File: src/rtl/misa_ctrl.sv
`default_nettype none
// ============================================================================
// Module      : misa_ctrl
// Description : misa CSR holder. Legalises software writes to the extension
//               field, drains the pipeline through a flush handshake and only
//               then switches the live extension enables.
// Revision    : 1.0 - initial release
// ============================================================================
module misa_ctrl #(
  parameter int          XLEN         = 64,
  parameter int          FPU_EN       = 0,
  parameter int          C_EXT_EN     = 1,
  parameter int          A_EXT_EN     = 1,
  parameter logic [25:0] MUTABLE_MASK = 26'h0000025
) (
  input  logic            clk_i,
  input  logic            rst_i,
  input  logic            csr_we_i,
  input  logic [XLEN-1:0] csr_wdata_i,
  output logic            csr_ready_o,
  input  logic [XLEN-1:0] next_pc_i,
  output logic            flush_req_o,
  input  logic            flush_ack_i,
  output logic [XLEN-1:0] misa_o,
  output logic [25:0]     ext_en_o,
  output logic            change_o
);

  // Extension bit positions used by the legalisation rules
  localparam int EXT_C = 2;
  localparam int EXT_D = 3;
  localparam int EXT_F = 5;

  // Always-present base: I(8), M(12), S(18), U(20)
  localparam logic [25:0] BASE_EXT  = 26'h0141100;
  localparam logic [25:0] A_BIT     = (A_EXT_EN != 0) ? 26'h0000001 : 26'h0;
  localparam logic [25:0] C_BIT     = (C_EXT_EN != 0) ? 26'h0000004 : 26'h0;
  localparam logic [25:0] F_BIT     = (FPU_EN != 0)   ? 26'h0000020 : 26'h0;
  localparam logic [25:0] D_BIT     = ((FPU_EN != 0) && (XLEN == 64)) ? 26'h0000008 : 26'h0;
  localparam logic [25:0] SUPPORTED = BASE_EXT | A_BIT | C_BIT | F_BIT | D_BIT;
  localparam logic [25:0] WRITABLE  = SUPPORTED & MUTABLE_MASK;
  localparam logic [1:0]  MXL       = (XLEN == 32) ? 2'b01 : 2'b10;

  localparam logic [1:0] IDLE  = 2'd0;
  localparam logic [1:0] FLUSH = 2'd1;
  localparam logic [1:0] APPLY = 2'd2;

  logic [1:0]  state;
  logic [1:0]  state_next;
  logic [25:0] cur_ext;
  logic [25:0] pend_ext;
  logic [25:0] cand_ext;
  logic [25:0] legal_ext;
  logic        accept;
  logic        differs;

  // Only the extension field of the write data and PC bit 1 matter
  wire unused_bits = ^{csr_wdata_i[XLEN-1:26], next_pc_i[XLEN-1:2], next_pc_i[0]};

  assign accept  = csr_we_i && (state == IDLE);
  assign differs = (legal_ext != cur_ext);

  // Merge writable bits from the write data, then apply the legality rules
  always_comb begin
    cand_ext  = (csr_wdata_i[25:0] & WRITABLE) | (cur_ext & ~WRITABLE);
    legal_ext = cand_ext;
    // D cannot be enabled without F
    if (legal_ext[EXT_D] && !legal_ext[EXT_F]) begin
      legal_ext[EXT_D] = 1'b0;
    end
    // Dropping C while the next instruction is only 2-byte aligned would
    // leave the PC misaligned, so C keeps its current value instead
    if (cur_ext[EXT_C] && !legal_ext[EXT_C] && next_pc_i[1]) begin
      legal_ext[EXT_C] = 1'b1;
    end
  end

  // State register
  always_ff @(posedge clk_i) begin
    if (rst_i) begin
      state <= IDLE;
    end else begin
      state <= state_next;
    end
  end

  // Next-state logic: a real change walks IDLE -> FLUSH -> APPLY -> IDLE
  always_comb begin
    state_next = state;
    case (state)
      IDLE:    if (accept && differs) state_next = FLUSH;
      FLUSH:   if (flush_ack_i)       state_next = APPLY;
      APPLY:                          state_next = IDLE;
      default:                        state_next = IDLE;
    endcase
  end

  // Outputs decoded purely from state
  always_comb begin
    csr_ready_o = (state == IDLE);
    flush_req_o = (state == FLUSH);
    change_o    = (state == APPLY);
  end

  // Pending value captured on acceptance, committed to current in APPLY
  always_ff @(posedge clk_i) begin
    if (rst_i) begin
      cur_ext  <= SUPPORTED;
      pend_ext <= SUPPORTED;
    end else begin
      if (accept && differs) begin
        pend_ext <= legal_ext;
      end
      if (state == APPLY) begin
        cur_ext <= pend_ext;
      end
    end
  end

  assign misa_o   = {MXL, {(XLEN-28){1'b0}}, cur_ext};
  assign ext_en_o = cur_ext;

endmodule
`default_nettype wire
File: config.mk
export PLATFORM = sky130hd
export DESIGN_NAME = misa_ctrl
export DESIGN_NICKNAME = d
export VERILOG_FILES = /design/src/rtl/misa_ctrl.sv
export SDC_FILE = /design/constraint.sdc
export NUM_CORES = 1
export LEC_CHECK = 0
export ABC_AREA = 1
export BUFFER_PORTS_ARGS = -buffer_cell sky130_fd_sc_hd__buf_2
export CAP_MARGIN = 10
export CORE_ASPECT_RATIO = 2
export CORE_MARGIN = 4
export CORE_UTILIZATION = 29
export DETAILED_ROUTE_END_ITERATION = 8
export GPL_TIMING_DRIVEN = 0
export PLACE_DENSITY = 0.72
export SLEW_MARGIN = 20
export SYNTH_ARGS = -nofsm -noshare
export SYNTH_HDL_FRONTEND = slang
export SYNTH_SLANG_ARGS = --single-unit
export TNS_END_PERCENT = 50
File: constraint.sdc
create_clock -name clk_i -period 1.2 [get_ports clk_i]
set_input_delay 0.18 -clock clk_i [delete_from_list [all_inputs] [get_ports clk_i]]
set_output_delay 0.18 -clock clk_i [all_outputs]
set_load 0.1 [all_outputs]
# ---- Word-level counts from Yosys, hierarchy flattened
# Cells that the tools add are included.
dict set report totals {
  register_bits 54
  latch_bits 0
  ramBits 0
  romBits 0
  input_bits 132
  word_cells 23
  n_memories 0
}
dict set report classes {
  n_addsub 0
  n_mul 0
  div_mod_pow 0
  order_cmp 0
  n_eq_ne 5
  shifts 0
  mux 5
  n_bitwise 1
  n_reduce_logical 9
}
# cell count
set op_table {}
lappend op_table {{26-bit != test} 1}
lappend op_table {{3-bit by 26-bit bitwise OR with 26-bit output} 1}
lappend op_table {{1-bit logical AND} 5}
lappend op_table {{2-bit two-way mux} 2}
lappend op_table {{2-bit by 1-bit != test with 1-bit output, second input constant} 2}
lappend op_table {{2-bit one-hot mux with 2 select lines} 1}
lappend op_table {{2-bit by 1-bit == test with 1-bit output, second input constant} 1}
lappend op_table {{2-bit == test, second input constant} 1}
lappend op_table {{1-bit logical NOT} 2}
lappend op_table {{2-bit logical NOT} 1}
lappend op_table {{1-bit two-way mux} 2}
lappend op_table {{2-bit AND reduction} 1}

# ---- Depth between registers and ports, before layout
dict set report depth {
  ltp_word 9
  ltp_mapped 9
}

# ---- Worst setup path after synthesis
# OpenSTA, ideal clock, no wires.
dict set report synth_timing {
  path_type {register -> register}
  start {register cur_ext[2] (netlist: ext_en_o[2])}
  end {register pend_ext[22]}
  setup_time_ps 67
  arrival_ps 1841
  required_time_ps 1133
  path_slack_ps -708
  stages_incl_launch_ff 10
  n_path_buf 1
  synth_period_minus_slack_ps 1908
  path_cell_list {dfxtp_1 inv_1 nand2_1 nand2_1 clkinv_1 nand3_4 nand2_4 buf_6 nand2_1 a21oi_2}
}
dict set report synth_between {
  elab_chain_len 5
}
# element line
set synth_rtl {}
lappend synth_rtl {{start: declaration} 50} ;# logic [25:0] cur_ext;
lappend synth_rtl {{start signal: assignment} 115} ;# cur_ext <= pend_ext;
lappend synth_rtl {{1-bit logical AND (2 in series)} 73} ;# if (cur_ext[EXT_C] && !legal_ext[EXT_C] && next_pc_i[1]) begin
lappend synth_rtl {{1-bit two-way mux} 73}
lappend synth_rtl {{26-bit != test (*)} 61} ;# assign differs = (legal_ext != cur_ext);
lappend synth_rtl {{1-bit logical AND (*)} 111} ;# if (accept && differs) begin
lappend synth_rtl {{end signal: assignment} 112} ;# pend_ext <= legal_ext;
lappend synth_rtl {{end: declaration} 51} ;# logic [25:0] pend_ext;
# Every way passes the cells marked *; elsewhere a longest branch is shown, timed or not.
# A chain may end at the register's enable or synchronous reset.

# ---- Worst setup path after layout
dict set report layout_timing {
  start {register state[1]}
  end {output change_o}
}
dict set report layout_between {
  elab_chain_len 1
}
# element line
set layout_rtl {}
lappend layout_rtl {{start: declaration} 48} ;# logic [1:0] state;
lappend layout_rtl {{start signal: assignment} 83} ;# state <= state_next;
lappend layout_rtl {{2-bit == test} 102} ;# change_o = (state == APPLY);
lappend layout_rtl {{end: declaration} 26} ;# output logic change_o
# Every way passes these cells.

==> flow_summary_export.csv <==
group,metric,value,unit
worst_setup_path,r2r_setup_slack,-0.11,ns
final_layout,syn2layout_area_growth,85.1,%
drt,ant_nets,0,
outcome,violations,"setup timing",
place,dp_hpwl,4.76,mm
pwr,clkPwrFrac,28.7,%
worst_setup_path,start_kind,"flop",
worst_setup_path,critPathKind,"reg -> out",
synth,synth_seq_area_share,39.9,%
sta,fmax,710,MHz
global_route,grt_pass1_vias,2706,
sta,setup_violations,38,
die,num_rows,49,
die,die-width,76.3,um
global_route,grt_overflow,0,
final_layout,nFillCells,729,
drt,dr.pass1.iters,7,
synth,yosys_warnings,0,
synth,synth_cell_types,20,
global_route,grt_util_all_layers,14.5,%
run,cap_violations,0,
sta,maxSlewViolCount,0,
sta,fin_crit,1.41,ns
drt,vias,2646,
clock_network,cts.sinks,54,
clock_network,htree_num_levels,2,
synth,synthTopCellsByArea,"dfxtp_1 (40%), buf_4 (24%), nand3_1 (6.8%)",
die,die_y,145,um
place,gp_congestion,0.771,
sta,finalCritPeriodShare,117,%
clock_network,cts.clk_slew.worst_paths,0.07,ns
synth,syn_area,2710,um2
worst_setup_path,path_max_fanout,3,
pwr,p_total,5.68,mW
final_layout,antenna_cells,0,
pwr,p_switching,2.23,mW
die,die-area,11000,um2
final_layout,seqCellArea,1140,um2
global_route,antenna_found_initial,0,
worst_setup_path,crit_end,"change_o",
sta,slew_headroom,51.5,%
worst_setup_path,max_stage_delay,0.39,ns
clock_network,cts_buffers,5,
global_route,grt_pass1_wl,12.8,mm
clock_network,cts_tree,"done",
synth,synth_seq_cells,54,
sta,setup_ws,-0.209,ns
final_layout,drive_gt1_share,66.7,%
die,io_pins,225,
pwr,p_comb_share,37.6,%
sta,hold_viol,0,
sta,clock_skew,0.00654,ns
drt,drc,0,
sta,worst_slew_pin_slew,0.727,ns
pwr,internal_power,3.45,mW
drt,wl,8.86,mm
pwr,peakVddDrop,0.743,mV
worst_setup_path,rr_endpoint,"pend_ext[25]",
worst_setup_path,worstPathCellList,"inv_4, nor2_4, buf_6, buf_8, buf_12",
worst_setup_path,cp_top_family,"buffers and inverters",
clock_network,worstSkewPairLatency,0.29,ns
global_route,grt_start_max_net_pins,19,
worst_setup_path,timing.rr.start,"state[1]",
worst_setup_path,critPathSlowestCell,"dfxtp_4",
final_layout,utilization,55.2,%
clock_network,cts_buffer_depth,2,
pwr,p_leak,2.30,nW
synth,synth-async-reset-ratio,0,%
synth,post-synth-top-count-cell,"buf_4",
place,numPortBuffers,61,
worst_setup_path,critPathArrivalTime,1.23,ns
clock_network,clockRootBuffer,"clkbuf_16",
worst_setup_path,critPathBufInv,4,
synth,avgSynthCellArea,7.89,um2
pwr,power_frac_seq,33.8,%
final_layout,fin_nets,608,
worst_setup_path,path_depth,5,
hold_path,worstHoldStart,"rst_i",
drt,drt_iter0_markers,161,
worst_setup_path,crit_path_end_kind,"output pin",
final_layout,multi_input_area,1390,um2
worst_setup_path,r2r_cells,6,
synth,synthCells,343,
die,core,9070,um2
pwr,power.density,1130,nW/um2
hold_path,min_path_type,"in -> reg",
synth,synth_edf_count,0,
worst_setup_path,cp-startpoint,"state[1]",
drt,detail_route.wl_per_cell,15.3,um
synth,synth_top_area_share,39.9,%
outcome,run_status,"complete, but fails checks",
die,start_util,29.8,%
drt,vias_per_cell,4.57,
pwr,switching_share,39.2,%
sta,rsz0062_at_grt,"true",
worst_setup_path,required,1.02,ns
synth,synth_common_cells,"buf_4 (88), dfxtp_1 (54), nand2_1 (45)",
synth,synth_ff_type,"dfxtp_1",
synth,yosys.area.top_type,"dfxtp_1",
clock_network,cts_hold_buffers,0,
-- cell families after synthesis --
| family | Yosys count | synth area share, % |
|---|---|---|
| and+or+nand+nor | 126 | 20.6 |
| buffers and inverters | 116 | 30.5 |
| DFF | 54 | 39.9 |
| AOI/OAI and AO/OA | 45 | 8.78 |
| other | 2 | 0.277 |
-- sequential cells by signal, indices dropped and copies added (netlist names) --
signal / flops
pend_ext: 26
state: 2
ext_en_o: 26
-- cell usage in the layout, fill, tap and decap left out, types with 7 or more instances in the layout --
cell and instances:
buf_8 35, nand2_4 10, nand2_1 24, buf_4 96, conb_1 38, buf_12 23, dfxtp_1 26, buf_6 25
clkbuf_16 7, dfxtp_4 9, nand3_2 23, nor2_1 38, a21oi_2 19, nand3_4 10, o21ai_1 11, dfxtp_2 19
nand2_2 11, o21ai_2 8
-- layer usage --
metal  global-route usage (%)  share of wire [%]  wire (um)
met5                        0                  0          0
met4                     7.74                4.0        357
met3                     3.04                6.3        555
met2                     28.7                 58       5100
met1                     13.7                 32       2850
-- layout make-up --
type                    count  share of cell area, %
clock inverters             2                  0.349
repair buffers             93                   26.3
well taps                 102                   2.55
multi-input cells         209                   27.8
clock buffers               6                   3.00
plain buffers             100                   16.1
flip-flops and latches     54                   22.7
inverters                  13                   1.20
-- worst min path at each step --
stage,depth (start not counted),endpoint
6_report,2,pend_ext[25]
5_1_grt,2,pend_ext[25]
4_1_cts,2,state[1]
3_5_place_dp,2,pend_ext[25]
3_3_place_gp,2,pend_ext[25]
2_1_floorplan,1,pend_ext[25]
-- power groups by stage --
stage	Combinational, mW	Clock [mW]	Sequential (mW)
after global routing	2.19	1.71	1.93
after CTS	1.98	1.61	1.90
final	2.13	1.63	1.92
after global placement	1.50	0	1.93
after detailed placement	1.51	0	1.94
after floorplan	1.35	0	1.94
-- metrics by stage --
stage	worst slack (ns)	area, um2	hold WS [ns]	cells	TNS (ns)
2_1_floorplan	-0.162	2870	0.249	379	-3.67
3_3_place_gp	-0.417	3300	0.430	542	-7.38
3_5_place_dp	-0.445	3300	0.437	542	-8.45
4_1_cts	-0.206	4570	0.131	577	-2.43
5_1_grt	-0.232	5010	0.144	579	-3.91
6_report	-0.209	5010	0.137	579	-2.44
-- timing repair --
action | 4_1_cts | 5_1_grt
setup buffers | 22 | 9
pin swaps | 27 | 29
gates resized for setup | 226 | 140
endpoints found under the setup margin | 104 | 88
gates cloned | 6 | 1
Note: power is estimated with default switching activity, not from simulation.
